<file path="src/rtl/seq_pkg.sv">
// Shared definitions for the pattern sequencer: FSM state encoding and a
// width helper used for index and channel-select fields.
package seq_pkg;

  typedef enum logic [1:0] {
    ST_IDLE = 2'd0,
    ST_RUN  = 2'd1,
    ST_HOLD = 2'd2
  } seq_state_e;

  // Ceiling log2, never below 1 so a single-entry range still gets a 1-bit field.
  function automatic int clog2(input int n);
    int r;
    r = 1;
    while ((1 << r) < n) r++;
    return r;
  endfunction

endpackage

</file>
<file path="src/rtl/step_timer.sv">
// Step-duration countdown: loads P+S for even steps or P-S for odd steps and
// flags expiry on the last cycle of the step while not held.
module step_timer #(
  parameter int W = 26
) (
  input  logic         clk,
  input  logic         rst_n,
  input  logic         load,
  input  logic         hold,
  input  logic         even,
  input  logic [W-1:0] p,
  input  logic [W-1:0] s,
  output logic         expire
);

  localparam logic [W:0] ONE = (W + 1)'(1);

  logic [W:0] dur;
  logic [W:0] cnt_q;
  logic [W:0] cnt_d;

  // One extra bit keeps P+S from wrapping; S <= P/2 keeps P-S >= 1.
  always_comb begin
    dur   = even ? ({1'b0, p} + {1'b0, s}) : ({1'b0, p} - {1'b0, s});
    cnt_d = cnt_q;
    if (load) begin
      cnt_d = dur - ONE;
    end else if (!hold && (cnt_q != '0)) begin
      cnt_d = cnt_q - ONE;
    end
  end

  always_ff @(posedge clk or negedge rst_n) begin
    if (!rst_n) begin
      cnt_q <= '0;
    end else begin
      cnt_q <= cnt_d;
    end
  end

  assign expire = !hold && (cnt_q == '0);

endmodule

</file>
<file path="src/rtl/pattern_sequencer.sv">
// Multi-channel step sequencer: walks per-channel bit patterns at a
// swing-adjusted rate and emits registered one-cycle trigger pulses.
module pattern_sequencer
  import seq_pkg::*;
#(
  parameter int NUM_CH    = 4,
  parameter int NUM_STEPS = 8,
  parameter int PERIOD_W  = 26
) (
  input  logic                         clk,
  input  logic                         reset,
  input  logic                         start,
  input  logic                         stop,
  input  logic                         pause,
  input  logic                         loop_mode,
  input  logic [PERIOD_W-1:0]          period,
  input  logic [PERIOD_W-1:0]          swing,
  input  logic [NUM_CH-1:0]            mute,
  input  logic                         wr_en,
  input  logic [clog2(NUM_CH)-1:0]     wr_ch,
  input  logic [NUM_STEPS-1:0]         wr_pattern,
  output logic [NUM_CH-1:0]            trig,
  output logic [clog2(NUM_STEPS)-1:0]  step_idx,
  output logic                         step_pulse,
  output logic                         playing,
  output logic                         done
);

  localparam int CH_W = clog2(NUM_CH);
  localparam int SW   = clog2(NUM_STEPS);
  localparam logic [SW-1:0]       LAST_STEP = SW'(NUM_STEPS - 1);
  localparam logic [SW-1:0]       ONE_S     = SW'(1);
  localparam logic [PERIOD_W-1:0] ONE_P     = PERIOD_W'(1);

  logic                 rst_meta_q;
  logic                 rst_n_q;
  seq_state_e           state_q, state_d;
  logic [SW-1:0]        idx_q, idx_d;
  logic [NUM_CH-1:0]    trig_q, trig_d;
  logic                 pulse_q;
  logic                 done_q, done_d;
  logic                 playing_q;
  logic                 loop_q, loop_d;
  logic [PERIOD_W-1:0]  p_q, p_d, s_q, s_d;
  logic [PERIOD_W-1:0]  p_new, s_new;
  logic [NUM_STEPS-1:0] pat_q [NUM_CH];
  logic                 fire;
  logic                 expire;
  logic                 last_step;

  // Assertion is immediate; release is re-timed to clk through two flops.
  always_ff @(posedge clk or negedge reset) begin
    if (!reset) begin
      rst_meta_q <= 1'b0;
      rst_n_q    <= 1'b0;
    end else begin
      rst_meta_q <= 1'b1;
      rst_n_q    <= rst_meta_q;
    end
  end

  always_comb begin
    p_new = (period == '0) ? ONE_P : period;
    s_new = (swing > (p_new >> 1)) ? (p_new >> 1) : swing;
  end

  assign last_step = (idx_q == LAST_STEP);

  always_comb begin
    state_d = state_q;
    idx_d   = idx_q;
    done_d  = 1'b0;
    fire    = 1'b0;
    loop_d  = loop_q;
    p_d     = p_q;
    s_d     = s_q;
    if (stop && (state_q != ST_IDLE)) begin
      state_d = ST_IDLE;
      idx_d   = '0;
      done_d  = 1'b1;
    end else begin
      case (state_q)
        ST_IDLE: begin
          if (start && !stop) begin
            state_d = ST_RUN;
            idx_d   = '0;
            fire    = 1'b1;
            loop_d  = loop_mode;
            p_d     = p_new;
            s_d     = s_new;
          end
        end
        ST_RUN: begin
          if (pause) state_d = ST_HOLD;
          // A step boundary coinciding with pause still fires; the hold starts after it.
          if (expire) begin
            if (last_step && !loop_q) begin
              state_d = ST_IDLE;
              idx_d   = '0;
              done_d  = 1'b1;
            end else begin
              idx_d = last_step ? '0 : (idx_q + ONE_S);
              fire  = 1'b1;
            end
          end
        end
        ST_HOLD: begin
          if (pause) state_d = ST_RUN;
        end
        default: state_d = ST_IDLE;
      endcase
    end
  end

  // Pattern bits are read before this edge's write lands, so a coincident write is seen next step.
  genvar gi;
  generate
    for (gi = 0; gi < NUM_CH; gi++) begin : g_trig
      assign trig_d[gi] = fire & pat_q[gi][idx_d] & ~mute[gi];
    end
  endgenerate

  step_timer #(
    .W(PERIOD_W)
  ) u_timer (
    .clk   (clk),
    .rst_n (rst_n_q),
    .load  (fire),
    .hold  (state_q != ST_RUN),
    .even  (~idx_d[0]),
    .p     (p_d),
    .s     (s_d),
    .expire(expire)
  );

  always_ff @(posedge clk or negedge rst_n_q) begin
    if (!rst_n_q) begin
      for (int c = 0; c < NUM_CH; c++) pat_q[c] <= '0;
    end else begin
      for (int c = 0; c < NUM_CH; c++) begin
        if (wr_en && (wr_ch == CH_W'(c))) pat_q[c] <= wr_pattern;
      end
    end
  end

  always_ff @(posedge clk or negedge rst_n_q) begin
    if (!rst_n_q) begin
      state_q   <= ST_IDLE;
      idx_q     <= '0;
      trig_q    <= '0;
      pulse_q   <= 1'b0;
      done_q    <= 1'b0;
      playing_q <= 1'b0;
      loop_q    <= 1'b0;
      p_q       <= ONE_P;
      s_q       <= '0;
    end else begin
      state_q   <= state_d;
      idx_q     <= idx_d;
      trig_q    <= trig_d;
      pulse_q   <= fire;
      done_q    <= done_d;
      playing_q <= (state_d != ST_IDLE);
      loop_q    <= loop_d;
      p_q       <= p_d;
      s_q       <= s_d;
    end
  end

  assign trig       = trig_q;
  assign step_idx   = idx_q;
  assign step_pulse = pulse_q;
  assign playing    = playing_q;
  assign done       = done_q;

endmodule

</file>
<file path="config.mk">
export PLATFORM = sky130hd
export DESIGN_NAME = pattern_sequencer
export DESIGN_NICKNAME = d
export VERILOG_FILES = /design/src/rtl/seq_pkg.sv /design/src/rtl/step_timer.sv /design/src/rtl/pattern_sequencer.sv
export SDC_FILE = /design/constraint.sdc
export NUM_CORES = 1
export LEC_CHECK = 0
export BUFFER_PORTS_ARGS = -buffer_cell sky130_fd_sc_hd__buf_2
export CORE_MARGIN = 4
export CORE_UTILIZATION = 40
export DETAILED_ROUTE_END_ITERATION = 16
export HOLD_SLACK_MARGIN = 0.15
export SLEW_MARGIN = 0
export SYNTH_ARGS = -nofsm -noshare
export SYNTH_HDL_FRONTEND = slang
export SYNTH_SLANG_ARGS = --single-unit
export TNS_END_PERCENT = 1
</file>
<file path="constraint.sdc">
create_clock -name clk -period 3.8 [get_ports clk]
set_input_delay 0.19 -clock clk [delete_from_list [all_inputs] [get_ports clk]]
set_output_delay 0.19 -clock clk [all_outputs]
set_load 0.02 [all_outputs]
</file>
Word level (Yosys, flattened, before mapping)
Index checks and enable logic that the tools add are counted.
W data, S select, Z words.
- bitwise gates (word level): 13
- muxes and demuxes: 41
- $lt $le $gt $ge: 2
- add/subtract/negate cells: 5
- reduce and logical (&&, ||, !) cells: 21
- eq/ne operators: 7
- operators by type and width (operator ; count):
    $mux W26 ; 8
    $mux W27 ; 3
    $sub A27 B1 Y27 const B ; 2
    $add A26 B26 Y27 ; 1
    $logic_not A27 Y1 ; 1
    $reduce_bool A27 Y1 ; 1
    $sub A26 B26 Y27 ; 1
    $gt A26 B25 Y1 ; 1
    $logic_not A26 Y1 ; 1
    $mux W3 ; 5
    $bmux W1 S3 ; 4
    $mux W1 ; 12
    $mux W2 ; 6
    $logic_and A1 B1 Y1 ; 9
    $and A1 B1 Y1 ; 8
    $eq A2 B2 Y1 const B ; 3
    $pmux W2 S3 ; 1
    $pmux W3 S2 ; 1
    $reduce_bool A2 Y1 ; 3
    $not A1 Y1 ; 5
    $eq A2 B1 Y1 const B ; 2
    $logic_not A2 Y1 ; 2
    $lt A3 B4 Y1 const B ; 1
    $add A3 B1 Y3 const B ; 1
    other kinds (5) ; 7
- bits of input ports: 73
- logic and storage cells: 105
- register bits: 126
- output and inout bits: 10

Longest topological paths before layout
- word-level depth: 11
- depth in mapped cells: 34
- depth with buffers taken out: 31

Cells and area by module
From an unflattened synthesis, not the netlist that was laid out.
- cells, all modules: 1067
- area, all modules: 9268.9 sq um
- by module, submodules not included (module ; cells an instance ; sequential area each (sq um) ; area an instance (sq um) ; instances):
    pattern_sequencer ; 505 ; 2478.6 ; 5057.4 ; 1
    step_timer ; 562 ; 675.6 ; 4211.5 ; 1

Worst setup path before layout
No wires, ideal clock.
- path type: input -> register
- start point: input port period[23]
- end point: register u_timer.cnt_q[25]
- data required time: 3660 ps
- arrival: 6112 ps
- setup slack: -2453 ps
- setup time: 140 ps
- path buffers: 3
- stages: 34
- cell sequence: inv_1 > ha_1 > nand4_1 > nor4_4 > inv_2 > o211ai_2 > buf_6 > buf_4 > a21oi_1 > a21oi_1 > o21ai_0 > inv_1 > ha_1 > nand2_1 > a31oi_1 > a21oi_1 > nor4b_1 > nand4b_1 > o41ai_1 > xor2_1 > ha_1 > clkbuf_1 > a21o_1 > and2_1 > nor3_1 > a21oi_1 > o21a_1 > or3_1 > a31oi_1 > and4_1 > nand4_1 > nand2b_1 > o311ai_1 > o211ai_1
- cells in the longest elaborated chain, start to end: 11
- elaborated cells between the ends (all ways): 15
- classes of those cells: add/sub (3); order compare (1); mux (10); reduce/logical (1)
- RTL lines (element ; RTL line ; text):
    from (decl) ; pattern_sequencer.sv:16 ; input logic [PERIOD_W-1:0] period,
    $logic_not A26 Y1 ; pattern_sequencer.sv:63 ; p_new = (period == '0) ? ONE_P : period;
    $mux W26 * ; pattern_sequencer.sv:63 ;
    $gt A26 B25 Y1 ; pattern_sequencer.sv:64 ; s_new = (swing > (p_new >> 1)) ? (p_new >> 1) : swing;
    $mux W26 * ; pattern_sequencer.sv:64 ;
    $mux W26 * ; pattern_sequencer.sv:84 ; if (start && !stop) begin
    $mux W26 * ; pattern_sequencer.sv:82 ; case (state_q)
    $mux W26 * ; pattern_sequencer.sv:77 ; if (stop && (state_q != ST_IDLE)) begin
    named net s_d[0] ; pattern_sequencer.sv:44 ; logic [PERIOD_W-1:0] p_q, p_d, s_q, s_d;
    $add A26 B26 Y27 / $sub A26 B26 Y27 (equally long branches) ; step_timer.sv:24 ; dur = even ? ({1'b0, p} + {1'b0, s}) : ({1'b0, p} - {1'b0, s});
    $mux W27 * ; step_timer.sv:24 ;
    $sub A27 B1 Y27 * ; step_timer.sv:27 ; cnt_d = dur - ONE;
    $mux W27 * ; step_timer.sv:26 ; if (load) begin
    to (signal assigned) ; step_timer.sv:37 ; cnt_q <= cnt_d;
    to (decl) ; step_timer.sv:19 ; logic [W:0] cnt_q;
Mark *: on every way through the listed nets, which the timed path passes. The rest lies on a longest branch.
A chain may end at the register's enable or synchronous reset.

Worst setup path after layout
- start point: input port period[16]
- end point: register u_timer.cnt_q[25]
Same word-level chain as after synthesis.

==> out/metrics.cfg <==
[run_status]
status = finished, violations left
violations = negative setup slack

[placed_design]
dpl.hpwl_mm = 21.6
placed_cell_area_um2 = 12100
gp_congestion = 0.866
port_buffers = 82
place_inst = 1670

[critical_path]
crit_fanout = 4
setup.worst_path.end = u_timer.cnt_q[25]$_DFFE_PN0P_
reg2reg_depth = 26
cpMaxStageDelayCell = or3_1
crit_top_cell = buf_4
critPathArrivalTime_ns = 5.93
endpoint_kind = flop
criticalPathCategory = primary input to flop
cp_slowest_stage_delay_ns = 0.32
reg2reg_setup_slack_ns = -1.68
worstSetupStartpoint = period[16]
crit_required_ns = 4.10
start_kind = primary input
r2r-end = u_timer.cnt_q[25]$_DFFE_PN0P_
timing.rr.start = state_q[0]$_DFF_PN0_

[power_and_ir_drop]
ir_drop_mv = 0.361
switching_share = 0.377
p_int_mw = 4.88
p_seq_frac = 0.234
p_per_area_nw_per_um2 = 578
p_clk_frac = 0.205
power_frac_comb = 0.561
p_sw_mw = 2.96
p_leak_nw = 6.27

[sta]
worst_pin_slew_ns = 0.802
fin_skew_ns = 0.0101
finalSetupViolCount = 25
finalCriticalPeriod_ns = 5.63
fin_setup_tns_ns = -29.94
hold_violations = 0
rsz0062_at_grt = true
whs_ns = 0.183
maxSlewHeadroom = 0.461
fin_crit_sh = 1.48
slew_viol_final = 0
max_freq_ghz = 0.178
final.setup.worst_slack_ns = -1.83

[min_path]
worst_hold_path_type = primary input to flop

[route]
drt_iter0_markers = 581
routed_via_density = 5.33
via_count = 9290
firstDrtPassIters = 5
totalWireLength_mm = 28.6
drc = 0
detail-route-antenna-nets = 0
wire_per_inst_um = 16.4

[cts]
clk_path_buf_depth = 2
htree_levels = 4
cts_root_buffer = clkbuf_16
cts_tree = done
clkSinkCount = 126
insertion_delay_ns = 0.43
cts_buffers = 17
clk_pin_slew_ns = 0.06

[finish]
postLayoutCellArea_um2 = 13600
regArea_um2 = 3160
final_util = 0.618
multiInputGateArea_um2 = 6100
antenna_cells = 0
layout_commonest_cell = buf_4
fill_cells = 1854
nNetsFinal = 1578
synthToLayoutAreaGrowth_pct = 51.4
drive_above_1_share = 0.406
fin_cells = 1742
final_cell_mix = buf_4, dfrtp_1, nand2_1

[flow_run]
drv_cap = 0

[grt]
grtUsageMet1 = 0.294
antenna_found_initial = 0
track_usage = 0.231
grt_pass1_vias = 9347
grt_pass1_wl_mm = 46.0
busiest_layer = met2
met2_usage = 0.401
overflow = 0
grt_max_degree = 68
use_met3 = 0.0429

[die]
start_util = 0.408
die_area_um2 = 24900
pin_count = 83
fp.dieH_um = 158
die_x_um = 158
rows = 54
core-area_um2 = 22000

[yosys]
synth_fp_nets = 1170
synth_cell_type_count = 76
synthCells = 1041
avgSynthCellArea_um2 = 8.62
ys_warn_count = 0
syn_area_um2 = 8970
async_flop_share = 1.00
synth_top_flop_cell = dfrtp_1
synth_seq_cells = 126
synth_edf_count = 0
yosysSeqAreaShare = 0.352

cell families after synthesis:
family | after synthesis | share of synthesized area
adder cells (fa/ha/maj) | 56 | 0.0790
flip-flops | 126 | 0.352
multiplexers | 59 | 0.0703
AO/OA/AOI/OAI | 279 | 0.192
buffers and inverters | 83 | 0.0364
XOR/XNOR | 74 | 0.0723
AND/OR/NAND/NOR | 363 | 0.198
other | 1 | 0.000418
worst max-delay path: cells and delay by family:
kind	cells	cell delay, ns
AO/OA/AOI/OAI	13	2.10
XOR/XNOR	1	0.19
adder cells (fa/ha/maj)	3	0.74
buffers and inverters	6	0.71
AND/OR/NAND/NOR	12	1.97
stage by stage:
stage | setup WS (ns) | power, mW
floorplan | -2.22 | 3.89
global placement | -2.26 | 5.69
detailed placement | -2.49 | 5.75
CTS | -1.76 | 7.66
global route | -2.13 | 8.36
finish | -1.83 | 7.84
registers in the layout (all words and copies together), names as in the netlist:
name / count
done: 1
loop_q: 1
p_q: 26
pat_q: 32
playing: 1
rst_meta_q: 1
rst_n_q: 1
s_q: 26
state_q: 2
step_idx: 3
step_pulse: 1
trig: 4
u_timer.cnt_q: 27
layout make-up:
type	count	share of cell area
clock inverters	14	0.00995
well taps	280	0.0258
clock buffers	18	0.0316
flip-flops and latches	126	0.233
inverters	42	0.0140
multi-input cells	832	0.449
repair buffers	430	0.237
power by group through the flow:
stage | Clock [mW] | Sequential (mW) | Combinational, mW
floorplan | 0 | 1.85 | 2.04
global placement | 0 | 1.84 | 3.85
detailed placement | 0 | 1.85 | 3.90
CTS | 1.63 | 1.83 | 4.21
global route | 1.69 | 1.87 | 4.80
finish | 1.61 | 1.84 | 4.40
worst min-delay path by stage:
stage	endpoint	cells past startpoint	start
3_5_place_dp	rst_meta_q$_DFF_PN0_	1	reset
3_3_place_gp	rst_meta_q$_DFF_PN0_	1	reset
4_1_cts	done$_DFF_PN0_	3	stop
2_1_floorplan	rst_meta_q$_DFF_PN0_	0	reset
6_report	done$_DFF_PN0_	3	stop
5_1_grt	done$_DFF_PN0_	3	stop
metal layers:
metal / vias up / wire length [µm] / part of all wire
met2: 225 / 14300 / 0.50
met5: - / 0 / 0
met1: 4453 / 12300 / 0.43
met4: 0 / 648 / 0.023
li1: 4562 / - / -
met3: 50 / 1380 / 0.048
synth_stat cells (7+ instances only):
| master | instances | share of area |
|---|---|---|
| dfrtp_1 | 125 | 0.35 |
| nor4_1 | 15 | 0.010 |
| clkbuf_1 | 29 | 0.012 |
| nand4_1 | 11 | 0.0077 |
| a21o_1 | 12 | 0.010 |
| a211oi_1 | 12 | 0.010 |
| buf_1 | 7 | 0.0029 |
| o21ai_1 | 7 | 0.0039 |
| o211ai_1 | 7 | 0.0059 |
| o21ai_0 | 83 | 0.046 |
| nor2_1 | 95 | 0.040 |
| nand2_1 | 120 | 0.050 |
| a31oi_1 | 25 | 0.017 |
| and2_1 | 10 | 0.0070 |
| xnor2_1 | 47 | 0.046 |
| inv_1 | 40 | 0.017 |
| ha_1 | 55 | 0.077 |
| nor3_1 | 27 | 0.015 |
| mux2i_1 | 27 | 0.030 |
| xor2_1 | 27 | 0.026 |
| o21a_1 | 7 | 0.0059 |
| a21oi_1 | 79 | 0.044 |
| nand3_1 | 25 | 0.014 |
| nand2b_1 | 15 | 0.010 |
| mux2_2 | 32 | 0.040 |
timing repair:
action / 4_1_cts / 5_1_grt
pin swaps: 49 / 21
setup endpoints to repair: 25 / 25
setup buffers: 16 / 4
hold buffers: 20 / 0
hold endpoints to repair: 44 / 0
gates resized for setup: 78 / 49
(Power assumes the default switching activity.)
